==> src/rtl/event_debouncer.sv <==
// Event input conditioner: synchronizer, stability-counter debounce FSM and
// single-cycle pulse on the accepted edge selected by PULSE_ON_RISE.
module event_debouncer #(
  parameter int unsigned SYNC_STAGES     = 2,
  parameter int unsigned DEBOUNCE_CYCLES = 4,
  parameter int unsigned CNT_WIDTH       = 8,
  parameter bit          PULSE_ON_RISE   = 1'b1
) (
  input  logic clk,
  input  logic reset,
  input  logic in_raw,
  input  logic clear,
  output logic level,
  output logic pulse,
  output logic busy
);

  typedef enum logic [1:0] {
    STABLE_LO,
    WAIT_HI,
    STABLE_HI,
    WAIT_LO
  } state_t;

  localparam logic [CNT_WIDTH-1:0] CNT_LAST   = CNT_WIDTH'(DEBOUNCE_CYCLES - 1);
  localparam bit                   ACCEPT_NOW = (DEBOUNCE_CYCLES == 1);

  logic [SYNC_STAGES-1:0] sync;
  logic                   s;
  state_t                 state, state_n;
  logic [CNT_WIDTH-1:0]   cnt, cnt_n;
  logic                   level_n, pulse_n;

  always_ff @(posedge clk or negedge reset) begin
    if (!reset) sync <= '0;
    else        sync <= {sync[SYNC_STAGES-2:0], in_raw};
  end

  assign s = sync[SYNC_STAGES-1];

  always_ff @(posedge clk or negedge reset) begin
    if (!reset) begin
      state <= STABLE_LO;
      cnt   <= '0;
      level <= 1'b0;
      pulse <= 1'b0;
    end else begin
      state <= state_n;
      cnt   <= cnt_n;
      level <= level_n;
      pulse <= pulse_n;
    end
  end

  always_comb begin
    state_n = state;
    cnt_n   = cnt;
    level_n = level;
    pulse_n = 1'b0;
    // clear wins over a same-edge acceptance, suppressing its pulse
    if (clear) begin
      state_n = STABLE_LO;
      cnt_n   = '0;
      level_n = 1'b0;
    end else begin
      case (state)
        STABLE_LO: if (s) begin
          if (ACCEPT_NOW) begin
            state_n = STABLE_HI;
            level_n = 1'b1;
            pulse_n = PULSE_ON_RISE;
            cnt_n   = '0;
          end else begin
            state_n = WAIT_HI;
            cnt_n   = CNT_WIDTH'(1);
          end
        end
        WAIT_HI: begin
          if (!s) begin
            state_n = STABLE_LO;
            cnt_n   = '0;
          end else if (cnt == CNT_LAST) begin
            state_n = STABLE_HI;
            level_n = 1'b1;
            pulse_n = PULSE_ON_RISE;
            cnt_n   = '0;
          end else begin
            cnt_n = cnt + CNT_WIDTH'(1);
          end
        end
        STABLE_HI: if (!s) begin
          if (ACCEPT_NOW) begin
            state_n = STABLE_LO;
            level_n = 1'b0;
            pulse_n = ~PULSE_ON_RISE;
            cnt_n   = '0;
          end else begin
            state_n = WAIT_LO;
            cnt_n   = CNT_WIDTH'(1);
          end
        end
        WAIT_LO: begin
          if (s) begin
            state_n = STABLE_HI;
            cnt_n   = '0;
          end else if (cnt == CNT_LAST) begin
            state_n = STABLE_LO;
            level_n = 1'b0;
            pulse_n = ~PULSE_ON_RISE;
            cnt_n   = '0;
          end else begin
            cnt_n = cnt + CNT_WIDTH'(1);
          end
        end
        default: begin
          state_n = STABLE_LO;
          cnt_n   = '0;
        end
      endcase
    end
  end

  assign busy = (state == WAIT_HI) || (state == WAIT_LO);

endmodule

==> config.mk <==
export PLATFORM = sky130hd
export DESIGN_NAME = event_debouncer
export DESIGN_NICKNAME = d
export VERILOG_FILES = /design/src/rtl/event_debouncer.sv
export SDC_FILE = /design/constraint.sdc
export NUM_CORES = 1
export LEC_CHECK = 0
export ABC_AREA = 1
export BUFFER_PORTS_ARGS = -buffer_cell sky130_fd_sc_hd__buf_2
export CAP_MARGIN = 20
export CORE_MARGIN = 3
export CORE_UTILIZATION = 45
export DETAILED_ROUTE_END_ITERATION = 12
export GPL_ROUTABILITY_DRIVEN = 0
export GPL_TIMING_DRIVEN = 0
export PLACE_DENSITY = 0.68
export SLEW_MARGIN = 20
export SYNTH_ARGS = -nofsm -noshare
export SYNTH_HDL_FRONTEND = slang
export SYNTH_SLANG_ARGS = --single-unit
export TNS_END_PERCENT = 50
==> constraint.sdc <==
create_clock -name clk -period 1.6 [get_ports clk]
set_input_delay 0.32 -clock clk [delete_from_list [all_inputs] [get_ports clk]]
set_output_delay 0.32 -clock clk [all_outputs]
set_load 0.02 [all_outputs]
==> results of run 1 <==
kinds of logic (layout without fill, tap and decap cells):
family                     Yosys count  in the layout
DFF                                 14             14
AOI/OAI and AO/OA                    8              8
buffers and inverters               14             25
xor gates and xnor gates             3              3
and+or+nand+nor                     57             57
adders and majority gates            2              2
Yosys cell counts, drive strengths merged:
cell,number,share of area
xnor2,1,0.012
dfrtp,14,0.47
nand2,29,0.15
o21ai,7,0.047
nand3,9,0.067
clkbuf,1,0.0050
nand3b,3,0.030
nor3,2,0.013
nor2,13,0.068
xor2,2,0.023
ha,2,0.033
o22ai,1,0.0084
nand4,1,0.0084
inv,13,0.065
layer usage:
metal / global-route usage / vias up / part of all wire
met1: 0.216 / 267 / 0.50
met5: 0 / - / 0
met4: 0.0663 / 0 / 0.017
met2: 0.233 / 11 / 0.45
met3: 0.0230 / 4 / 0.034
li1: - / 328 / -
worst max path at each step:
| stage | from | endpoint | slack [ps] | cells after the start |
|---|---|---|---|---|
| CTS | cnt[0] | state[1] | 170 | 7 |
| global route | state[0] | cnt[3] | 10 | 6 |
| floorplan | cnt[0] | cnt[6] | 350 | 8 |
| finish | cnt[0] | state[1] | 190 | 7 |
| global placement | cnt[0] | cnt[6] | 180 | 8 |
| detailed placement | cnt[0] | cnt[3] | 200 | 8 |
sequential cells by signal, summed over array words and instances (netlist names):
| signal | flops |
|---|---|
| sync | 2 |
| cnt | 8 |
| state | 2 |
| level | 1 |
| pulse | 1 |
critical path, cell delays in order, from the launching register on:
cell and delay (ps):
sky130_fd_sc_hd__dfrtp_1 410, sky130_fd_sc_hd__ha_1 200, sky130_fd_sc_hd__nand2_1 60, sky130_fd_sc_hd__nor2_1 150, sky130_fd_sc_hd__nand2_1 130, sky130_fd_sc_hd__nand3_2 140
sky130_fd_sc_hd__nand2_2 90, sky130_fd_sc_hd__o21ai_0 150
layout make-up:
cell class              count  area, um2
clock buffers               4       36.3
flip-flops and latches     14        350
multi-input cells          70        347
repair buffers              7       40.0
fillers                   147        696
well taps                  16       20.0
inverters                  13       48.8
plain buffers               1       3.75
per-stage QoR:
step	power (mW)	instance area, um2	worst slack [ps]
2_1_floorplan	0.505	749	351
3_5_place_dp	0.553	800	197
3_3_place_gp	0.550	800	184
4_1_cts	0.812	846	173
6_report	0.802	846	191
5_1_grt	0.844	846	11.6
power breakdown:
group / switching [mW] / total [mW] / internal (mW)
registers: 0.0274 / 0.405 / 0.378
clock network: 0.117 / 0.256 / 0.139
logic: 0.0942 / 0.142 / 0.0474
total: 0.239 / 0.802 / 0.564
==> summary.json, run 1 <==
{
  "run_status": {
    "status": "finished clean"
  },
  "logic_synthesis": {
    "post_synth_instance_area_um2": 749,
    "synth_compound_gate_area_share": 0.0551,
    "synth_nets": 104,
    "synth-seq-cells": 14,
    "synth.mux.area_fraction": 0,
    "synth-warning-count": 0,
    "seq_area_frac_synth": 0.467,
    "synth_top_family_by_area": "simple AND/OR/NAND/NOR gates",
    "synth_simple_gate_area_frac": 0.339,
    "synth_area_per_cell_um2": 7.65,
    "yosys.area_share.adder": 0.0334,
    "yosys.area_share.xor_xnor": 0.0351,
    "netlist_instances": 98,
    "number_of_library_cell_types_mapped_by_synthesis": 18
  },
  "clock_tree": {
    "cts.root.buffer_cell": "sky130_fd_sc_hd__clkbuf_4",
    "number_of_h_tree_levels": 1,
    "cts_inserted_buffers": 3,
    "tritoncts": "yes",
    "post_cts_hold_buffer_count": 1,
    "clk_pin_slew_ps": 80,
    "ctsLongestPathBuffers": 2,
    "post_cts_setup_repair_bufs": 0,
    "numClockSinks": 14,
    "cts-resized-gates": 0,
    "clock_latency_late_sink_ps": 280
  },
  "timing": {
    "worst_slew_pin_slew_ps": 315,
    "hold_slack_ps": 141,
    "timing.slew.headroom": 0.790,
    "finalSetupViolCount": 0,
    "fmax_mhz": 710,
    "fin_setup_tns_ps": 0,
    "rsz0062_at_grt": "false",
    "layout_worst_path_cycle_share": 0.881,
    "layout_min_cycle_time_ps": 1410,
    "skew_ps": 4.71,
    "slew_violations": 0,
    "hold_viol_final": 0
  },
  "worst_setup_path": {
    "arrival_ps": 1610,
    "worstRegToRegCells": 7,
    "cp-end-kind": "register",
    "required_time_of_the_critical_path_ps": 1800,
    "crit_path_max_fanout": 5,
    "r2r_slack_ps": 190,
    "startpoint_of_the_worst_slack_reg_to_reg_timing_path": "cnt[0]",
    "rr_endpoint": "state[1]",
    "critPathLaunchType": "register",
    "timing_worst_setup_path_type": "reg2reg"
  },
  "route": {
    "ant_nets": 0,
    "detail_route.vias_per_cell": 4.88,
    "dr.first_iter.drc_count": 13,
    "detail_route.first_pass.iterations": 4,
    "route.final.wire_length_um": 1370,
    "dr_total_vias": 610,
    "wire_per_inst_um": 11.0,
    "post-route-drc-count": 0
  },
  "finish": {
    "area.growth.synth_to_final_pct": 12.9,
    "non_filler_instance_count_after_layout": 125,
    "finalCoreUtilization": 0.549,
    "net_count_final": 116,
    "final_common_cell": "sky130_fd_sc_hd__nand2_1",
    "most-common-layout-cells": "sky130_fd_sc_hd__nand2_1, sky130_fd_sc_hd__dfrtp_1, sky130_fd_sc_hd__inv_1, sky130_fd_sc_hd__nor2_1, sky130_fd_sc_hd__nand3_1",
    "num_antenna_cells": 0,
    "drive_gt1_frac": 0.138
  },
  "floorplan": {
    "core_um2": 1540,
    "die-area_um2": 2190,
    "initial_core_util": 0.486,
    "placementRows": 14,
    "chipWidth_um": 46.8,
    "boundaryPins": 7,
    "die_height_um": 46.8
  },
  "worst_hold_path": {
    "min_path_type": "in2reg",
    "whs_endpoint": "sync[0]",
    "hold_wc_startpoint": "in_raw",
    "timing.hold.worst_path_depth": 1
  },
  "placed_design": {
    "count_of_buffers_inserted_at_the_top_level_ports": 6,
    "sum_of_net_half_perimeters_after_detailed_placement_um": 1080,
    "post-place-cells": 120
  },
  "grt": {
    "largest_net_degree_at_the_start_of_global_routing": 15,
    "grt_first_pass_wirelength_um": 2350,
    "first_global_vias": 570,
    "number_of_antenna_violations_at_the_first_check_in_global_routing": 0,
    "grt_overflow": 0,
    "groute.usage.overall": 0.153
  },
  "power": {
    "max-vdd-ir-drop_mv": 0.488,
    "power_per_cell_area_nw_per_um2": 949,
    "cellLeakagePower_nw": 0.420
  },
  "run": {
    "maxCapViolCount": 0
  }
}
Note: power is estimated with default switching activity, not from simulation.
==> run 2: changes to the inputs <==
--- a/config.mk
+++ b/config.mk
@@ -13,7 +13,7 @@
 export DETAILED_ROUTE_END_ITERATION = 12
 export GPL_ROUTABILITY_DRIVEN = 0
 export GPL_TIMING_DRIVEN = 0
-export PLACE_DENSITY = 0.68
+export PLACE_DENSITY_LB_ADDON = 0.1
 export SLEW_MARGIN = 20
 export SYNTH_ARGS = -nofsm -noshare
 export SYNTH_HDL_FRONTEND = slang
==> run 2 against run 1 <==
  * Total power is 1.7% higher
  * Clock power down 2%
  * Combinational power is 12% higher
  * Die area stayed put
  * Worst setup slack got worse by 2.1 ps
  * First-iteration DRC count is 7.7% higher
  * Critical path type unchanged
  * Sequential cell count did not move
==> summary.json, run 2 (synthesized netlist as in run 1, its figures left out) <==
{
  "run_status": {
    "status": "finished clean"
  },
  "route": {
    "wire_per_inst": {"value": 11.6, "unit": "um", "change": "+5.3%"},
    "route.final.wire_length": {"value": 1470, "unit": "um", "change": "+7.0%"},
    "ant_nets": {"value": 0, "change": "unchanged"},
    "post-route-drc-count": {"value": 0, "change": "unchanged"},
    "dr_total_vias": {"value": 644, "change": "+5.6%"},
    "dr.first_iter.drc_count": {"value": 14, "change": "+1"},
    "detail_route.vias_per_cell": {"value": 5.07, "change": "+3.9%"},
    "detail_route.first_pass.iterations": {"value": 4, "change": "unchanged"}
  },
  "timing": {
    "layout_worst_path_cycle_share": {"value": 0.882, "change": "+0.00133"},
    "hold_viol_final": {"value": 0, "change": "unchanged"},
    "fmax": {"value": 708, "unit": "MHz", "change": "-0.15%"},
    "worst_slew_pin_slew": {"value": 328, "unit": "ps", "change": "+13.4 ps"},
    "layout_min_cycle_time": {"value": 1410, "unit": "ps", "change": "+2.13 ps"},
    "rsz0062_at_grt": "false",
    "slew_violations": {"value": 0, "change": "unchanged"},
    "fin_setup_tns": {"value": 0, "unit": "ps", "change": "unchanged"},
    "skew": {"value": 1.08, "unit": "ps", "change": "-3.63 ps"},
    "timing.slew.headroom": {"value": 0.781, "change": "-0.00896"},
    "finalSetupViolCount": {"value": 0, "change": "unchanged"}
  },
  "clock_tree": {
    "clk_pin_slew": {"value": 80, "unit": "ps", "change": "about the same"},
    "number_of_h_tree_levels": {"value": 1, "change": "unchanged"},
    "ctsLongestPathBuffers": {"value": 2, "change": "unchanged"},
    "numClockSinks": {"value": 14, "change": "unchanged"},
    "clock_latency_late_sink": {"value": 280, "unit": "ps", "change": "about the same"},
    "cts.root.buffer_cell": "sky130_fd_sc_hd__clkbuf_4",
    "tritoncts": "yes",
    "cts_inserted_buffers": {"value": 3, "change": "unchanged"}
  },
  "finish": {
    "largest_register_ffs": {"value": 8, "change": "unchanged"},
    "finalCoreUtilization": {"value": 0.562, "change": "+0.0130"},
    "drive_gt1_frac": {"value": 0.171, "change": "+0.0336"},
    "largestRegisters": "cnt (8), state (2), sync (2)",
    "num_antenna_cells": {"value": 0, "change": "unchanged"},
    "area.growth.synth_to_final_pct": 15.5,
    "final_common_cell": "sky130_fd_sc_hd__nand2_1",
    "largest-register": "cnt",
    "most-common-layout-cells": "sky130_fd_sc_hd__nand2_1, sky130_fd_sc_hd__dfrtp_1, sky130_fd_sc_hd__inv_1, sky130_fd_sc_hd__nor2_1, sky130_fd_sc_hd__nand3_1",
    "net_count_final": {"value": 118, "change": "+1.7%"}
  },
  "placed_design": {
    "count_of_buffers_inserted_at_the_top_level_ports": {"value": 6, "change": "unchanged"},
    "sum_of_net_half_perimeters_after_detailed_placement": {"value": 1110, "unit": "um", "change": "+2.1%"}
  },
  "grt": {
    "first_global_vias": {"value": 595, "change": "+4.4%"},
    "groute.usage.overall": {"value": 0.156, "change": "+0.00321"},
    "largest_net_degree_at_the_start_of_global_routing": {"value": 15, "change": "unchanged"},
    "grt_first_pass_wirelength": {"value": 2440, "unit": "um", "change": "+4.1%"},
    "number_of_antenna_violations_at_the_first_check_in_global_routing": {"value": 0, "change": "unchanged"},
    "grt_overflow": {"value": 0, "change": "unchanged"}
  },
  "worst_setup_path": {
    "critPathLaunchType": "register",
    "timing_worst_setup_path_type": "reg2reg",
    "crit_path_max_fanout": {"value": 5, "change": "unchanged"},
    "cp-end-kind": "register",
    "arrival": {"value": 1570, "unit": "ps", "change": "-40 ps"},
    "required_time_of_the_critical_path": {"value": 1760, "unit": "ps", "change": "-40 ps"}
  },
  "power": {
    "max-vdd-ir-drop": {"value": 0.627, "unit": "mV", "change": "+28%"},
    "power_per_cell_area": {"value": 943, "unit": "nW/um2", "change": "-0.61%"},
    "cellLeakagePower": {"value": 0.427, "unit": "nW", "change": "+1.7%"}
  },
  "worst_hold_path": {
    "min_path_type": "in2reg"
  },
  "floorplan": {
    "core": {"value": 1540, "unit": "um2", "change": "unchanged"},
    "placementRows": {"value": 14, "change": "unchanged"},
    "boundaryPins": {"value": 7, "change": "unchanged"},
    "chipWidth": {"value": 46.8, "unit": "um", "change": "unchanged"},
    "die_height": {"value": 46.8, "unit": "um", "change": "unchanged"},
    "initial_core_util": {"value": 0.486, "change": "unchanged"},
    "die-area": {"value": 2190, "unit": "um2", "change": "unchanged"}
  },
  "run": {
    "maxCapViolCount": {"value": 0, "change": "unchanged"}
  }
}
## run 2: cell types whose count changed in the layout (fill, tap and decap cells not counted), sizes merged
cell / change
buf: +2
## run 2: power by group
group | leakage, nW | internal [mW] | switching, mW
combinational | 0.219 | 0.0604 | 0.0986
sequential | 0.187 | 0.378 | 0.0271
clock | 0.0210 | 0.139 | 0.114
total | 0.427 | 0.577 | 0.240
## run 2: per-stage QoR
step                      std cells  hold slack, ps  instance area (um2)  setup slack (ps)  total power, mW
final                           127             141                  866               188            0.816
after global routing            127             133                  866              9.30            0.870
after CTS                       125             139                  846               113            0.811
after detailed placement        120             237                  800               139            0.553
after global placement          120             230                  800               159            0.549
after floorplan                  98            24.4                  749               351            0.505
## run 2: metal layers
metal,routed length (um),track usage
met1,702,0.194
met2,692,0.260
met3,38,0.0230
met4,34,0.0829
met5,0,0
## run 2: worst paths after layout
check                        start      end  slack [ps]  cells past startpoint
hold reg to reg            sync[0]  sync[1]         350                      0
setup reg to reg            cnt[0]   cnt[6]         190                      8
max in group asynchronous    reset   cnt[7]         890                      2
setup / recovery            cnt[0]   cnt[6]         190                      8
hold / removal              in_raw  sync[0]         140                      1
min in group asynchronous    reset    level         470                      2
## run 2: area by class of cell
type,instances,area (um2)
buffer,1,3.75
clock buffer,4,36.3
fill,159,676
inverter,13,48.8
multi-input combinational,70,352
sequential,14,350
tap,16,20.0
timing repair buffer,9,55.1
## run 2: worst max-delay path: stages, from the launching register on
cell,delay (ps)
sky130_fd_sc_hd__dfrtp_1,420
sky130_fd_sc_hd__ha_2,230
sky130_fd_sc_hd__nand2_1,70
sky130_fd_sc_hd__nor2_2,120
sky130_fd_sc_hd__nand2_1,110
sky130_fd_sc_hd__nand3_2,140
sky130_fd_sc_hd__inv_1,90
sky130_fd_sc_hd__nand2_1,50
sky130_fd_sc_hd__o21ai_0,80
## run 2: what timing repair did
action	in CTS	in global routing
hold endpoints to repair	14	0
hold buffers	1	0
buffers inserted	0	2
gates resized for setup	0	2
endpoints found under the setup margin	0	7
==> run 3: changes to the inputs <==
--- a/config.mk
+++ b/config.mk
@@ -13,7 +13,7 @@
 export DETAILED_ROUTE_END_ITERATION = 12
 export GPL_ROUTABILITY_DRIVEN = 0
 export GPL_TIMING_DRIVEN = 0
-export PLACE_DENSITY_LB_ADDON = 0.1
+export PLACE_DENSITY = 0.71
 export SLEW_MARGIN = 20
 export SYNTH_ARGS = -nofsm -noshare
 export SYNTH_HDL_FRONTEND = slang
==> constraint.sdc (replaced) <==
create_clock -name clk -period 1.6 [get_ports clk]
set_input_delay 0.32 -clock clk [delete_from_list [all_inputs] [get_ports clk]]
set_output_delay 0.32 -clock clk [all_outputs]
set_load 0.05 [all_outputs]
==> run 3 against run 2 <==
  * First-iteration DRC count fell by 14%
  * Critical path depth fell by 1
  * Combinational power rose by 5%
  * Maximum frequency fell by 0.71%
==> summary.json, run 3 (synthesized netlist as in run 1, its figures left out) <==
{
  "timing": {
    "layout_worst_path_cycle_share": {"value": 0.889, "change": "+0.00629"},
    "layout_min_cycle_time": {"value": 1420, "unit": "ps", "change": "+10.1 ps"},
    "fmax": {"value": 703, "unit": "MHz", "change": "-0.71%"},
    "skew": {"value": 6.45, "unit": "ps", "change": "+5.37 ps"},
    "finalSetupViolCount": {"value": 0, "change": "unchanged"},
    "timing.slew.headroom": {"value": 0.798, "change": "+0.0165"},
    "worst_slew_pin_slew": {"value": 303, "unit": "ps", "change": "-24.7 ps"},
    "slew_violations": {"value": 0, "change": "unchanged"},
    "fin_setup_tns": {"value": 0, "unit": "ps", "change": "unchanged"},
    "hold_viol_final": {"value": 0, "change": "unchanged"},
    "rsz0062_at_grt": "false"
  },
  "finish": {
    "drive_gt1_frac": {"value": 0.156, "change": "-0.0152"},
    "largestRegisters": "cnt (8), state (2), sync (2)",
    "largest-register": "cnt",
    "area.growth.synth_to_final_pct": 14.2,
    "design_area": {"value": 856, "unit": "um2", "change": "-1.2%"},
    "largest_register_ffs": {"value": 8, "change": "unchanged"},
    "net_count_final": {"value": 116, "change": "-1.7%"},
    "num_antenna_cells": {"value": 0, "change": "unchanged"},
    "final_common_cell": "sky130_fd_sc_hd__nand2_1",
    "most-common-layout-cells": "sky130_fd_sc_hd__nand2_1, sky130_fd_sc_hd__dfrtp_1, sky130_fd_sc_hd__inv_1, sky130_fd_sc_hd__nor2_1, sky130_fd_sc_hd__nand3_1"
  },
  "worst_setup_path": {
    "arrival": {"value": 1620, "unit": "ps", "change": "+50 ps"},
    "required_time_of_the_critical_path": {"value": 1800, "unit": "ps", "change": "+40 ps"},
    "critPathLaunchType": "register",
    "cp-end-kind": "register",
    "worstRegToRegCells": {"value": 7, "change": "-1"},
    "crit_path_max_fanout": {"value": 5, "change": "unchanged"},
    "startpoint_of_the_worst_slack_reg_to_reg_timing_path": "cnt[0]",
    "timing_worst_setup_path_type": "reg2reg",
    "rr_endpoint": "state[1]",
    "r2r_slack": {"value": 180, "unit": "ps", "change": "about the same"}
  },
  "grt": {
    "number_of_antenna_violations_at_the_first_check_in_global_routing": {"value": 0, "change": "unchanged"},
    "first_global_vias": {"value": 533, "change": "-10%"},
    "largest_net_degree_at_the_start_of_global_routing": {"value": 15, "change": "unchanged"},
    "grt_first_pass_wirelength": {"value": 2190, "unit": "um", "change": "-10%"},
    "grt_overflow": {"value": 0, "change": "unchanged"},
    "groute.usage.overall": {"value": 0.142, "change": "-0.0139"}
  },
  "floorplan": {
    "die_height": {"value": 46.8, "unit": "um", "change": "unchanged"},
    "placementRows": {"value": 14, "change": "unchanged"},
    "chipWidth": {"value": 46.8, "unit": "um", "change": "unchanged"},
    "boundaryPins": {"value": 7, "change": "unchanged"},
    "die-area": {"value": 2190, "unit": "um2", "change": "unchanged"},
    "initial_core_util": {"value": 0.486, "change": "unchanged"},
    "core": {"value": 1540, "unit": "um2", "change": "unchanged"}
  },
  "route": {
    "dr.first_iter.drc_count": {"value": 12, "change": "-2"},
    "post-route-drc-count": {"value": 0, "change": "unchanged"},
    "dr_total_vias": {"value": 631, "change": "-2.0%"},
    "detail_route.vias_per_cell": {"value": 5.05, "change": "-0.45%"},
    "ant_nets": {"value": 0, "change": "unchanged"},
    "wire_per_inst": {"value": 11.3, "unit": "um", "change": "-2.3%"},
    "detail_route.first_pass.iterations": {"value": 4, "change": "unchanged"},
    "route.final.wire_length": {"value": 1410, "unit": "um", "change": "-3.8%"}
  },
  "placed_design": {
    "dpl_cell_area": {"value": 800, "unit": "um2", "change": "unchanged"},
    "sum_of_net_half_perimeters_after_detailed_placement": {"value": 1010, "unit": "um", "change": "-8.6%"},
    "count_of_buffers_inserted_at_the_top_level_ports": {"value": 6, "change": "unchanged"}
  },
  "power": {
    "max-vdd-ir-drop": {"value": 0.553, "unit": "mV", "change": "-12%"},
    "cellLeakagePower": {"value": 0.417, "unit": "nW", "change": "-2.3%"},
    "power_per_cell_area": {"value": 972, "unit": "nW/um2", "change": "+3.1%"}
  },
  "worst_hold_path": {
    "timing.hold.worst_path_depth": {"value": 1, "change": "unchanged"},
    "hold_wc_startpoint": "in_raw",
    "whs_endpoint": "sync[0]",
    "min_path_type": "in2reg"
  },
  "clock_tree": {
    "cts_inserted_buffers": {"value": 3, "change": "unchanged"},
    "post_cts_setup_repair_bufs": {"value": 0, "change": "unchanged"},
    "numClockSinks": {"value": 14, "change": "unchanged"},
    "clk_pin_slew": {"value": 80, "unit": "ps", "change": "about the same"},
    "cts.root.buffer_cell": "sky130_fd_sc_hd__clkbuf_4",
    "number_of_h_tree_levels": {"value": 1, "change": "unchanged"},
    "clock_latency_late_sink": {"value": 290, "unit": "ps", "change": "about the same"},
    "tritoncts": "yes",
    "ctsLongestPathBuffers": {"value": 2, "change": "unchanged"}
  },
  "run_status": {
    "status": "finished clean"
  },
  "run": {
    "maxCapViolCount": {"value": 0, "change": "unchanged"}
  }
}
## run 3: changes by cell type in the layout (fill, tap and decap cells not counted), sizes merged
cell / before / now
buf: 8 / 6
## run 3: stage by stage
stage	util	power (mW)	worst slack, ps	cells	hold WS [ps]
after floorplan	-	0.533	351	98	24.4
after global placement	0.519	0.577	170	120	228
after detailed placement	0.519	0.578	149	120	231
after CTS	0.549	0.837	101	125	137
after global routing	0.555	0.871	12.4	125	138
final	0.555	0.832	178	125	139
## run 3: where the power goes
part | switching, mW | internal (mW)
Combinational | 0.119 | 0.0475
Clock | 0.120 | 0.139
Sequential | 0.0284 | 0.378
Total | 0.268 | 0.564
## run 3: layout make-up
class,instances,area (um2)
Sequential cell,14,350
Timing Repair Buffer,7,40.0
Tap cell,16,20.0
Buffer,1,3.75
Fill cell,152,686
Multi-Input combinational cell,70,357
Inverter,13,48.8
Clock buffer,4,36.3
## run 3: how the worst max path moves through the flow
stage / end / startpoint / slack [ps]
2_1_floorplan: cnt[6] / cnt[0] / 350
3_3_place_gp: state[1] / cnt[0] / 170
5_1_grt: state[1] / cnt[0] / 10
3_5_place_dp: state[1] / cnt[0] / 150
4_1_cts: state[1] / cnt[0] / 100
6_report: state[1] / cnt[0] / 180
## run 3: worst max-delay path, cell delays in order (launching register included)
cell	delay [ps]
sky130_fd_sc_hd__dfrtp_1	410
sky130_fd_sc_hd__ha_2	210
sky130_fd_sc_hd__nand2_1	100
sky130_fd_sc_hd__nor2_4	120
sky130_fd_sc_hd__nand2_1	110
sky130_fd_sc_hd__nand3_2	150
sky130_fd_sc_hd__nand2_2	90
sky130_fd_sc_hd__o21ai_0	150
## run 3: what timing repair did
item                                    4_1_cts  5_1_grt
hold buffers                                  1        0
resized for setup                             0        3
endpoints found under the hold margin        14        0
endpoints found under the setup margin        0        7
## run 3: metal layers
| layer | vias up | share of wire | track usage | wire, um |
|---|---|---|---|---|
| met1 | 281 | 0.48 | 0.198 | 672 |
| met3 | 4 | 0.048 | 0.0230 | 68 |
| met5 | - | 0 | 0 | 0 |
| met4 | 0 | 0.015 | 0.0829 | 21 |
| li1 | 332 | - | - | - |
| met2 | 14 | 0.46 | 0.209 | 650 |
